`src/rtl/vga_receiver.sv`:
```
// rtl/vga_receiver.sv - VGA stream receiver: coordinate recovery, geometry check, lock FSM
module vga_receiver #(
  parameter int H_ACTIVE    = 640,
  parameter int V_ACTIVE    = 480,
  parameter int LOCK_FRAMES = 2,
  parameter int TIMEOUT     = 1048576
) (
  input  logic       iClk_50,
  input  logic       iRst,
  input  logic       iPixEn,
  input  logic [9:0] iVGA_R,
  input  logic [9:0] iVGA_G,
  input  logic [9:0] iVGA_B,
  input  logic       iVGA_HSync,
  input  logic       iVGA_VSync,
  input  logic       iVGA_Blank,
  output logic [9:0] oR,
  output logic [9:0] oG,
  output logic [9:0] oB,
  output logic [9:0] oRow,
  output logic [9:0] oCol,
  output logic       oValid,
  output logic       oFrameStart,
  output logic       oLocked,
  output logic       oErr,
  output logic [9:0] oLineWidth,
  output logic [9:0] oLineCount
);

  localparam int              WD_W    = $clog2(TIMEOUT + 1);
  localparam logic [9:0]      H_LIM   = 10'(H_ACTIVE);
  localparam logic [9:0]      V_LIM   = 10'(V_ACTIVE);
  localparam logic [9:0]      SAT     = 10'h3FF;
  localparam logic [7:0]      LOCK_N  = 8'(LOCK_FRAMES);
  localparam logic [WD_W-1:0] WD_LAST = WD_W'(TIMEOUT - 1);
  localparam logic [WD_W-1:0] WD_ONE  = WD_W'(1);

  typedef enum logic [1:0] {SEEK, TRACK, LOCKED} state_t;

  state_t          state;
  logic            hs_q, vs_q, bl_q;
  logic [9:0]      col, row;
  logic            frame_bad;
  logic [7:0]      good;
  logic [WD_W-1:0] wd;

  logic       hs_fall, vs_fall, act, eol;
  logic [9:0] col_inc, row_inc;
  logic       eol_bad, judge_bad;
  logic [7:0] good_inc;

  // Strobe qualification, saturating increments and line/frame verdicts
  always_comb begin
    hs_fall   = iPixEn & hs_q & ~iVGA_HSync;
    vs_fall   = iPixEn & vs_q & ~iVGA_VSync;
    act       = iPixEn & iVGA_Blank;
    // line ends on the first blanked strobe following active video
    eol       = iPixEn & ~iVGA_Blank & bl_q;
    col_inc   = (col == SAT) ? col : col + 10'd1;
    row_inc   = (row == SAT) ? row : row + 10'd1;
    eol_bad   = (col != H_LIM) || (col == SAT);
    judge_bad = frame_bad || (row != V_LIM) || (row == SAT);
    good_inc  = good + 8'd1;
  end

  // Sync edge history, pixel counters and registered pixel/geometry outputs
  always_ff @(posedge iClk_50) begin
    if (iRst) begin
      hs_q       <= 1'b0;
      vs_q       <= 1'b0;
      bl_q       <= 1'b0;
      col        <= '0;
      row        <= '0;
      frame_bad  <= 1'b0;
      oR         <= '0;
      oG         <= '0;
      oB         <= '0;
      oRow       <= '0;
      oCol       <= '0;
      oValid     <= 1'b0;
      oLineWidth <= '0;
      oLineCount <= '0;
    end else begin
      oValid <= 1'b0;
      if (iPixEn) begin
        hs_q <= iVGA_HSync;
        vs_q <= iVGA_VSync;
        bl_q <= iVGA_Blank;
      end
      if (act) begin
        oR     <= iVGA_R;
        oG     <= iVGA_G;
        oB     <= iVGA_B;
        oRow   <= row;
        oCol   <= col;
        oValid <= (state != SEEK) && (col < H_LIM) && (row < V_LIM);
      end
      if (vs_fall) begin
        // VSync wins over a coincident HSync: both counters restart
        oLineCount <= row;
        row        <= '0;
        col        <= '0;
        frame_bad  <= 1'b0;
      end else begin
        if (hs_fall) begin
          col <= '0;
        end else if (act) begin
          col <= col_inc;
        end
        if (eol) begin
          oLineWidth <= col;
          row        <= row_inc;
          if (eol_bad) begin
            frame_bad <= 1'b1;
          end
        end
      end
    end
  end

  // Lock FSM with frame judgement, strobe watchdog and registered status pulses
  always_ff @(posedge iClk_50) begin
    if (iRst) begin
      state       <= SEEK;
      good        <= '0;
      wd          <= '0;
      oLocked     <= 1'b0;
      oErr        <= 1'b0;
      oFrameStart <= 1'b0;
    end else begin
      oErr        <= 1'b0;
      oFrameStart <= 1'b0;
      if (vs_fall) begin
        wd <= '0;
        case (state)
          SEEK: begin
            // first edge only establishes frame alignment, nothing is judged
            state   <= TRACK;
            good    <= '0;
            oLocked <= 1'b0;
          end
          TRACK: begin
            oFrameStart <= 1'b1;
            if (judge_bad) begin
              good <= '0;
              oErr <= 1'b1;
            end else if (good_inc == LOCK_N) begin
              good    <= good_inc;
              state   <= LOCKED;
              oLocked <= 1'b1;
            end else begin
              good <= good_inc;
            end
          end
          LOCKED: begin
            oFrameStart <= 1'b1;
            if (judge_bad) begin
              state   <= TRACK;
              good    <= '0;
              oErr    <= 1'b1;
              oLocked <= 1'b0;
            end
          end
          default: begin
            state   <= SEEK;
            good    <= '0;
            oLocked <= 1'b0;
          end
        endcase
      end else if (iPixEn) begin
        if (wd == WD_LAST) begin
          // stream lost: fall back silently and wait for a fresh VSync
          wd      <= '0;
          state   <= SEEK;
          good    <= '0;
          oLocked <= 1'b0;
        end else begin
          wd <= wd + WD_ONE;
        end
      end
    end
  end

endmodule

```
`config.mk`:
```
export PLATFORM = sky130hd
export DESIGN_NAME = vga_receiver
export DESIGN_NICKNAME = d
export VERILOG_FILES = /design/src/rtl/vga_receiver.sv
export SDC_FILE = /design/constraint.sdc
export NUM_CORES = 1
export LEC_CHECK = 0
export BUFFER_PORTS_ARGS = -buffer_cell sky130_fd_sc_hd__buf_2
export CAP_MARGIN = 0
export CELL_PAD_IN_SITES_DETAIL_PLACEMENT = 0
export CELL_PAD_IN_SITES_GLOBAL_PLACEMENT = 1
export CORE_MARGIN = 2
export CORE_UTILIZATION = 42
export CTS_BUF_LIST = sky130_fd_sc_hd__clkbuf_4
export CTS_CLUSTER_DIAMETER = 60
export DETAILED_ROUTE_END_ITERATION = 10
export GPL_TIMING_DRIVEN = 0
export HOLD_SLACK_MARGIN = 0.15
export PLACE_DENSITY = 0.92
export RECOVER_POWER = 100
export REMOVE_ABC_BUFFERS = 1
export SLEW_MARGIN = 20
export SYNTH_ARGS = -nofsm -noshare
export SYNTH_HDL_FRONTEND = slang
export SYNTH_SLANG_ARGS = --single-unit
```
`constraint.sdc`:
```
create_clock -name iClk_50 -period 2.6 [get_ports iClk_50]
set_input_delay 0.39 -clock iClk_50 [delete_from_list [all_inputs] [get_ports iClk_50]]
set_output_delay 0.39 -clock iClk_50 [all_outputs]
set_load 0.1 [all_outputs]
```
==> results.yml, run 1 <==
route:
  wl_per_cell_um: 13.8
  vias: 4930
  postRouteAntennaNets: 0
  firstDrtPassIters: 4
  via_per_inst: 5.12
  drc: 0
  drt_iter0_drc: 296
  wl_um: 13300
die:
  rows: 41
  dieWidth_um: 118
  core_um2: 12700
  num_io_pins: 110
  die_h_um: 118
  start_util_pct: 43.3
  dieArea_um2: 14000
cells_and_area:
  largest_register_ffs: 21
  area_growth_pct: 20.0
  drive_above_1_share_pct: 10.1
  layout_commonest_cell: "nand2_1"
  mostFrequentLayoutCells: "nand2_1, dfxtp_1, a21oi_1, clkbuf_1, nor2_1"
  regMostFlops: "wd"
  stdcell_area_um2: 6610
  nets: 824
grt:
  antenna_found_initial: 1
  grt_pass1_wl_um: 21700
  grt_max_degree: 59
  grt_use_total_pct: 19.0
  grt_pass1_vias: 4606
  gr-total-overflow: 0
clock_network:
  cts_sinks: 129
  post_cts_buffers: 0
  cts_buffers: 17
  clk_pin_slew_worst_paths_ns: 0.11
  post_cts_resized: 0
  htree_levels: 4
  cts_tree: "done"
  clkLatencyLatePin_ns: 0.54
  clockBufferDepth: 2
  clock-root-buffer: "clkbuf_4"
logic_synthesis:
  async_reset_ff_share_pct: 0
  netlist_area_um2: 5510
  ys.flop_type: "dfxtp_1"
  synthCells: 657
  ys_types: 57
  ys_ff_latch: 129
  synth-seq-area-share_pct: 46.9
  synth_edf_count: 0
  avgSynthCellArea_um2: 8.38
  yosys_warnings: 0
sta:
  worst_slack_ns: 0.230
  relSlewSlack_pct: 18.8
  min_period_over_period_pct: 91.2
  fin_crit_ns: 2.37
  max_freq_ghz: 0.422
  finalSetupViolCount: 0
  fin_skew_ns: 0.0185
  finalHoldViolCount: 0
  worst_slew_pin_slew_ns: 1.22
  grt_setup_unrepaired: "no"
  drv_slew: 0
place:
  place_congestion: 0.814
  post-place-ws_ns: -0.248
  place_area_um2: 6090
  dp_hpwl_um: 8730
  io_buffers: 109
pwr:
  totalPowerFinal_mw: 3.92
  peakVddDrop_v: 0.000329
  pwr_density_cell_nw_per_um2: 593
  power_leakage_nw: 2.35
setup_path:
  cp_max_fo: 26
  crit_type: "reg -> reg"
  cp-end-kind: "flop"
  critPathLaunchType: "flop"
  cp_data_arrival_time_ns: 2.84
  crit_required_ns: 3.07
run_status:
  status: "complete, no violations"
hold_path:
  hp-class: "in -> reg"
flow_run:
  cap_violations: 0
-- per-layer routing --
| metal | GRT usage (%) | part of all wire [%] | vias up |
|---|---|---|---|
| met5 | 0 | 0 | - |
| met4 | 8.93 | 2.7 | 0 |
| met3 | 4.54 | 4.1 | 33 |
| met2 | 31.8 | 49 | 113 |
| met1 | 23.0 | 44 | 2323 |
| li1 | - | - | 2461 |
-- final timing paths --
kind,from,to,slack (ns),cells past startpoint
setup reg to reg,vs_q,state[1],0.23,5
hold / removal,iRst,hs_q,0.26,2
setup / recovery,vs_q,state[1],0.23,5
hold reg to reg,oCol[3],oCol[3],0.46,2
-- power by group --
group	switching (mW)	internal (mW)
combinational	0.292	0.0984
clock	0.745	0.756
sequential	0.0198	2.01
-- Yosys cell counts (2+ instances only) --
master | instances | share of area (%)
xnor2_1 | 14 | 2.2
clkbuf_1 | 30 | 2.0
buf_6 | 5 | 1.0
buf_4 | 2 | 0.27
nand4_1 | 15 | 1.7
inv_1 | 12 | 0.82
nor3_1 | 9 | 0.82
xor2_1 | 23 | 3.7
and2_1 | 3 | 0.34
nand2b_1 | 5 | 0.57
or4_1 | 6 | 0.82
and3_1 | 8 | 0.91
nand3_1 | 18 | 1.6
and3b_1 | 2 | 0.32
clkbuf_8 | 3 | 0.75
nand3b_1 | 3 | 0.41
buf_2 | 2 | 0.18
nor2_1 | 59 | 4.0
o31ai_1 | 6 | 0.82
ha_1 | 11 | 2.5
or3_1 | 3 | 0.34
o21ai_0 | 15 | 1.4
a21oi_1 | 84 | 7.6
and3_2 | 3 | 0.41
and4_1 | 4 | 0.64
mux2i_1 | 5 | 0.91
nand2_1 | 149 | 10
dfxtp_1 | 129 | 47
-- cell families after synthesis --
| group | after synthesis | synth area share, % |
|---|---|---|
| multiplexers | 5 | 0.909 |
| adder cells (fa/ha/maj) | 11 | 2.50 |
| AND/OR/NAND/NOR | 299 | 25.2 |
| AO/OA/AOI/OAI | 121 | 13.4 |
| buffers and inverters | 55 | 5.18 |
| XOR/XNOR | 37 | 5.89 |
| flip-flops | 129 | 46.9 |
-- cell type report --
class / count / area, um^2
Fill cell: 1288 / 6120
Inverter: 12 / 45.0
Multi-Input combinational cell: 473 / 2620
Tap cell: 172 / 215
Timing Repair Buffer: 144 / 818
Sequential cell: 129 / 2580
Clock inverter: 15 / 190
Antenna cell: 1 / 2.50
Clock buffer: 17 / 128
-- timing repair --
item / CTS / global route
hold buffers: 32 / 0
setup endpoints to repair: 0 / 0
endpoints found under the hold margin: 32 / 0
-- critical path: stages, from the launching register on --
cell     delay, ns
dfxtp_1       0.38
and3b_1       0.82
nand4_1       0.32
nand2_2       0.40
a21oi_1       0.14
a41oi_1       0.23
-- per-stage QoR --
stage / setup TNS [ns] / utilization, % / hold WS (ns) / std cells
after floorplan: 0 / - / 0.444 / 614
after global placement: -6.22 / 47.4 / 0.438 / 895
after detailed placement: -1.13 / 47.9 / 0.445 / 898
after CTS: 0 / 52.9 / 0.225 / 962
after global routing: 0 / 51.9 / 0.235 / 963
final: 0 / 51.9 / 0.264 / 963
(Power assumes the default switching activity.)
==> inputs of run 2 (changes only) <==
--- a/config.mk
+++ b/config.mk
@@ -5,15 +5,17 @@
 export SDC_FILE = /design/constraint.sdc
 export NUM_CORES = 1
 export LEC_CHECK = 0
+export ABC_AREA = 1
 export BUFFER_PORTS_ARGS = -buffer_cell sky130_fd_sc_hd__buf_2
 export CAP_MARGIN = 0
 export CELL_PAD_IN_SITES_DETAIL_PLACEMENT = 0
 export CELL_PAD_IN_SITES_GLOBAL_PLACEMENT = 1
-export CORE_MARGIN = 2
-export CORE_UTILIZATION = 42
+export CORE_MARGIN = 4
+export CORE_UTILIZATION = 41
 export CTS_BUF_LIST = sky130_fd_sc_hd__clkbuf_4
 export CTS_CLUSTER_DIAMETER = 60
 export DETAILED_ROUTE_END_ITERATION = 10
+export GPL_ROUTABILITY_DRIVEN = 1
 export GPL_TIMING_DRIVEN = 0
 export HOLD_SLACK_MARGIN = 0.15
 export PLACE_DENSITY = 0.92
==> run 2 against run 1 <==
Wire length decreased by 0.21%; utilization increased by 0.082 points; flip-flop and latch count unchanged; synthesized cell count increased by 9.3%; clock power about the same; first-iteration DRC count decreased by 5.7%; via count increased by 1.6%; fmax increased by 3.8%; sequential power increased by 2%; worst hold slack got worse by 0.054 ns; critical path depth increased by 4; global-route usage decreased by 1.1 points.
==> results.yml, run 2 <==
setup_path:
  cp_slowest_cell: "dlygate4sd3_1"
  cp_max_fo: 30
  cp_data_arrival_time_ns: 2.75
  cp_cell_sequence: "dlygate4sd3_1 > buf_2 > inv_2 > nand2_4 > inv_2 > o31ai_2 > inv_1 > o21ai_0 > a21oi_1"
  worst_path_most_repeated_cell: "inv_2"
  cp_top_family: "buffers and inverters"
  crit_type: "in -> reg"
  critPathLaunchType: "primary input"
  critPathBufInv: 5
  crit_path_max_incr_delay_ns: 0.53
  cp-end-kind: "flop"
  crit_required_ns: 3.07
grt:
  antenna_found_initial: 0
  grt_use_total_pct: 17.9
  grt_max_degree: 50
  grt_pass1_vias: 4784
  grt_pass1_wl_um: 21800
  gr-total-overflow: 0
clock_network:
  clkLatencyLatePin_ns: 0.53
  clockBufferDepth: 2
  clk_pin_slew_worst_paths_ns: 0.11
  cts_buffers: 17
  htree_levels: 4
  post_cts_buffers: 0
  clock-root-buffer: "clkbuf_4"
  cts_tree: "done"
  cts_sinks: 129
sta:
  drv_slew: 0
  finalSetupViolCount: 0
  relSlewSlack_pct: 17.2
  min_period_over_period_pct: 87.8
  fin_skew_ns: 0.0136
  worst_slew_pin_slew_ns: 1.25
  fin_crit_ns: 2.28
  max_freq_ghz: 0.438
  finalHoldViolCount: 0
  grt_setup_unrepaired: "no"
cells_and_area:
  fillers: 1310
  stdcell_area_um2: 6670
  mostFrequentLayoutCells: "nor2_1, dfxtp_1, nand2_1, o21ai_0, clkbuf_1"
  drive_above_1_share_pct: 9.94
  nets: 900
  multiInputGateArea_um2: 2490
  largest_register_ffs: 21
  regMostFlops: "wd"
  seqCellArea_um2: 2580
  fin_cells: 1038
  layout_commonest_cell: "nor2_1"
  area_growth_pct: 22.1
pwr:
  sw_frac_of_total_pct: 31.6
  power_leakage_nw: 2.55
  peakVddDrop_v: 0.000350
  switchingPower_mw: 1.37
  p_int_mw: 2.95
  pwr-share-clk_pct: 35.3
  p_seq_share_pct: 48.2
  power_frac_comb_pct: 16.5
  pwr_density_cell_nw_per_um2: 648
die:
  num_io_pins: 110
  start_util_pct: 42.6
  core_um2: 12800
  rows: 41
  dieArea_um2: 15200
  die_h_um: 123
  dieWidth_um: 123
run_status:
  status: "complete, no violations"
logic_synthesis:
  avgSynthCellArea_um2: 7.61
  netlist.area_leader.share_pct: 47.3
  synth_area_leaders: "dfxtp_1, nor2_1, o21ai_0"
  ys.flop_type: "dfxtp_1"
  synth-seq-area-share_pct: 47.3
  synth_commonest_cells: "dfxtp_1, nor2_1, nand2_1"
  synth_top_area_cell: "dfxtp_1"
  yosys_warnings: 0
  ys_types: 37
  ys_ff_latch: 129
  netlist_area_um2: 5460
  async_reset_ff_share_pct: 0
  synthCells: 718
  synth_edf_count: 0
flow_run:
  cap_violations: 0
place:
  dp_cells: 973
  place_area_um2: 6140
  io_buffers: 109
  dp_hpwl_um: 9080
  place_congestion: 0.804
route:
  drc: 0
  wl_per_cell_um: 12.8
  firstDrtPassIters: 4
  via_per_inst: 4.83
  drt_iter0_drc: 279
  wl_um: 13300
  postRouteAntennaNets: 0
  vias: 5010
hold_path:
  hp-class: "in -> reg"
-- run 2: cell count changes in the layout (fill, tap and decap cells not counted), sizes merged, moves of 6 or more --
cell,delta
nor2,+77
o21ai,+73
inv,+52
nand2,-47
a21oi,-25
nand3,+15
nor3,+15
and3,-10
xnor2,-10
xor2,-8
o31ai,-7
or4,-6
-- run 2: cells by family after synthesis --
group	after synthesis	share of synthesized area [%]
AOI/OAI and AO/OA	156	15.0
DFF	129	47.3
and+or+nand+nor	312	25.5
buffers and inverters	91	6.67
adders and majority gates	11	2.52
xor gates and xnor gates	19	3.05
-- run 2: worst paths after layout --
path / depth (start not counted) / slack (ns) / to / from
hold / removal: 3 / 0.21 / vs_q / iVGA_VSync
setup reg to reg: 9 / 0.62 / wd[12] / wd[0]
setup / recovery: 9 / 0.32 / col[0] / iRst
hold reg to reg: 2 / 0.47 / frame_bad / frame_bad
-- run 2: stage by stage --
step	hold WS [ns]	power, mW	util, %	setup slack (ns)	TNS, ns
2_1_floorplan	0.435	2.67	-	0.445	0
3_3_place_gp	0.440	2.81	47.5	-0.968	-67.70
3_5_place_dp	0.441	2.81	47.9	-0.309	-2.10
4_1_cts	0.176	4.38	52.9	0.235	0
5_1_grt	0.189	4.50	52.0	0.0936	0
6_report	0.210	4.32	52.0	0.317	0
-- run 2: final cells by class --
type	instances	share of cell area, %
Tap cell	172	3.23
Timing Repair Buffer	144	12.3
Clock buffer	18	2.03
Multi-Input combinational cell	498	37.3
Antenna cell	1	0.0375
Sequential cell	129	38.7
Clock inverter	13	2.78
Inverter	63	3.58
-- run 2: worst register-to-register path, cell delays in order, from the launching register on --
cell and delay [ns]:
dfxtp_1 0.42, ha_1 0.24, nand3_1 0.12, nor3_1 0.47
nand2_1 0.15, nor2_1 0.17, nand2_1 0.08, xor2_1 0.14
nand2_1 0.05, inv_1 0.04
-- run 2: timing repair --
| action | 4_1_cts | 5_1_grt |
|---|---|---|
| setup endpoints to repair | 0 | 2 |
| resized for setup | 0 | 1 |
| hold buffers | 33 | 0 |
| endpoints found under the hold margin | 35 | 0 |
-- run 2: power by group through the flow --
stage	registers (mW)	logic (mW)	clock network, mW
after global placement	2.12	0.683	0
final	2.08	0.711	1.52
after CTS	2.08	0.730	1.57
after detailed placement	2.13	0.688	0
after global routing	2.09	0.756	1.65
after floorplan	2.52	0.153	0
-- run 2: metal layers --
layer / track usage, % / wire length [um] / vias to the layer above
met5: 0 / 0 / -
met4: 7.34 / 254 / 0
met3: 4.03 / 521 / 22
met2: 30.4 / 6670 / 95
met1: 21.8 / 5840 / 2274
li1: - / - / 2619
==> inputs of run 3 (changes only) <==
--- a/config.mk
+++ b/config.mk
@@ -11,14 +11,13 @@
 export CELL_PAD_IN_SITES_DETAIL_PLACEMENT = 0
 export CELL_PAD_IN_SITES_GLOBAL_PLACEMENT = 1
 export CORE_MARGIN = 4
-export CORE_UTILIZATION = 41
+export CORE_UTILIZATION = 44
 export CTS_BUF_LIST = sky130_fd_sc_hd__clkbuf_4
-export CTS_CLUSTER_DIAMETER = 60
 export DETAILED_ROUTE_END_ITERATION = 10
 export GPL_ROUTABILITY_DRIVEN = 1
 export GPL_TIMING_DRIVEN = 0
 export HOLD_SLACK_MARGIN = 0.15
-export PLACE_DENSITY = 0.92
+export PLACE_DENSITY = 0.95
 export RECOVER_POWER = 100
 export REMOVE_ABC_BUFFERS = 1
 export SLEW_MARGIN = 20
==> constraint.sdc (replaced) <==
create_clock -name iClk_50 -period 2.85 [get_ports iClk_50]
set_input_delay 0.4275 -clock iClk_50 [delete_from_list [all_inputs] [get_ports iClk_50]]
set_output_delay 0.4275 -clock iClk_50 [all_outputs]
set_load 0.1 [all_outputs]
==> run 3 against run 2 <==
Utilization rose by 2.3 points; cell area decreased by 1.7%; via count fell by 1.4%; clock-buffer cell count is 3 higher; total power is 16% lower; setup slack got worse by 0.027 ns; flip-flop and latch count unchanged; final cell count down 0.77%; largest power group unchanged; highest routed layer unchanged.
==> results.yml, run 3 (synthesized netlist as in run 2, its figures left out) <==
pwr:
  pwr_density_cell_nw_per_um2: 552
  power_leakage_nw: 2.49
  power_frac_comb_pct: 17.9
  p_int_mw: 2.43
  pwr-share-clk_pct: 29.5
  sw_frac_of_total_pct: 32.7
  p_seq_share_pct: 52.5
  switchingPower_mw: 1.18
  peakVddDrop_v: 0.000310
sta:
  finalSetupViolCount: 0
  fin_crit_ns: 2.56
  finalHoldViolCount: 0
  relSlewSlack_pct: 16.5
  max_freq_ghz: 0.391
  setup_tns_ns: 0
  drv_slew: 0
  worst_slew_pin_slew_ns: 1.26
  min_period_over_period_pct: 89.8
  grt_setup_unrepaired: "no"
  worst_slack_ns: 0.290
  fin_skew_ns: 0.00997
cells_and_area:
  nets: 898
  drive_above_1_share_pct: 9.87
  fin_cells: 1030
  fin_util_pct: 54.3
  mostFrequentLayoutCells: "nor2_1, dfxtp_1, nand2_1, o21ai_0, clkbuf_1"
  area_growth_pct: 20.0
  regMostFlops: "wd"
  largest_register_ffs: 21
  layout_commonest_cell: "nor2_1"
grt:
  antenna_found_initial: 1
  grt_use_total_pct: 18.5
  grt_pass1_wl_um: 21800
  gr-total-overflow: 0
  grt_max_degree: 49
  grt_pass1_vias: 4677
setup_path:
  crit_type: "in -> reg"
  cp_data_arrival_time_ns: 3.02
  crit_required_ns: 3.31
  startpoint: "iRst"
  cp_max_fo: 27
  critPathLaunchType: "primary input"
  r2r_start: "wd[0]"
  cp-end-kind: "flop"
clock_network:
  clock-root-buffer: "clkbuf_4"
  cts_buffers: 17
  clockBufferDepth: 2
  post_cts_buffers: 0
  cts_tree: "done"
  htree_levels: 4
  clkLatencyLatePin_ns: 0.52
  cts_sinks: 129
  clk_pin_slew_worst_paths_ns: 0.10
route:
  via_per_inst: 4.80
  postRouteAntennaNets: 0
  wl_um: 13200
  firstDrtPassIters: 4
  drc: 0
  wl_per_cell_um: 12.8
  drt_iter0_drc: 230
  vias: 4942
place:
  dp_cells: 969
  io_buffers: 109
  dp_hpwl_um: 8840
  place_congestion: 0.796
  post-place-ws_ns: -0.123
flow_run:
  cap_violations: 0
hold_path:
  hp-class: "in -> reg"
  min_from: "iVGA_R[8]"
run_status:
  status: "complete, no violations"
die:
  rows: 40
  num_io_pins: 110
  dieWidth_um: 119
  core_um2: 12100
  dieArea_um2: 14300
  die_h_um: 119
  start_util_pct: 45.3
## run 3: cell count changes in the layout (fill, tap and decap cells not counted), moves of 2 or more
| cell | delta |
|---|---|
| clkinv_4 | -4 |
| bufinv_16 | -3 |
| clkbuf_4 | +3 |
| clkinv_2 | +2 |
| clkinvlp_4 | +2 |
| dlygate4sd3_1 | -2 |
| inv_6 | -2 |
| nor3_1 | -2 |
## run 3: routing by layer
layer  vias up  wire length, um  track usage (%)
met5         -                0                0
met4         0              110             5.44
li1       2618                -                -
met1      2234             5970             23.2
met3         7              520             4.75
met2        83             6590             31.4
## run 3: power by group through the flow
stage	Clock (mW)	Sequential [mW]	Combinational (mW)
after floorplan	0	2.30	0.139
after global placement	0	1.94	0.622
after detailed placement	0	1.94	0.627
after CTS	1.09	1.90	0.662
after global routing	1.18	1.91	0.685
final	1.07	1.90	0.648
## run 3: through the flow
step | total power [mW] | hold WS [ns] | area (um^2)
after floorplan | 2.44 | 0.435 | 5340
after global placement | 2.56 | 0.436 | 6090
after detailed placement | 2.57 | 0.443 | 6130
after CTS | 3.65 | 0.152 | 6660
after global routing | 3.77 | 0.163 | 6550
final | 3.61 | 0.183 | 6550
## run 3: worst max-delay path: stages
cell and delay (ns):
dlygate4sd3_1 0.54, buf_2 0.17, inv_1 0.65, nand2_4 0.29, inv_2 0.36, o31ai_2 0.24, clkinv_1 0.14, o21ai_0 0.08
a21oi_1 0.12
## run 3: path summary, 6_finish.rpt
kind	slack, ns	depth (start not counted)	end
hold / removal	0.18	3	oR[8]
setup reg to reg	0.77	8	state[1]
setup / recovery	0.29	9	col[0]
hold reg to reg	0.47	2	frame_bad
## run 3: layout make-up
cell class | count | area [um^2]
fillers | 1256 | 5510
clock buffers | 21 | 158
inverters | 63 | 239
flip-flops and latches | 129 | 2580
clock inverters | 8 | 67.6
well taps | 168 | 210
multi-input cells | 498 | 2490
repair buffers | 142 | 802
diodes | 1 | 2.50
## run 3: timing repair
item                                    CTS  global route
hold buffers                             30             1
hold endpoints to repair                 31             1
endpoints found under the setup margin    0             6
resized for setup                         0             1
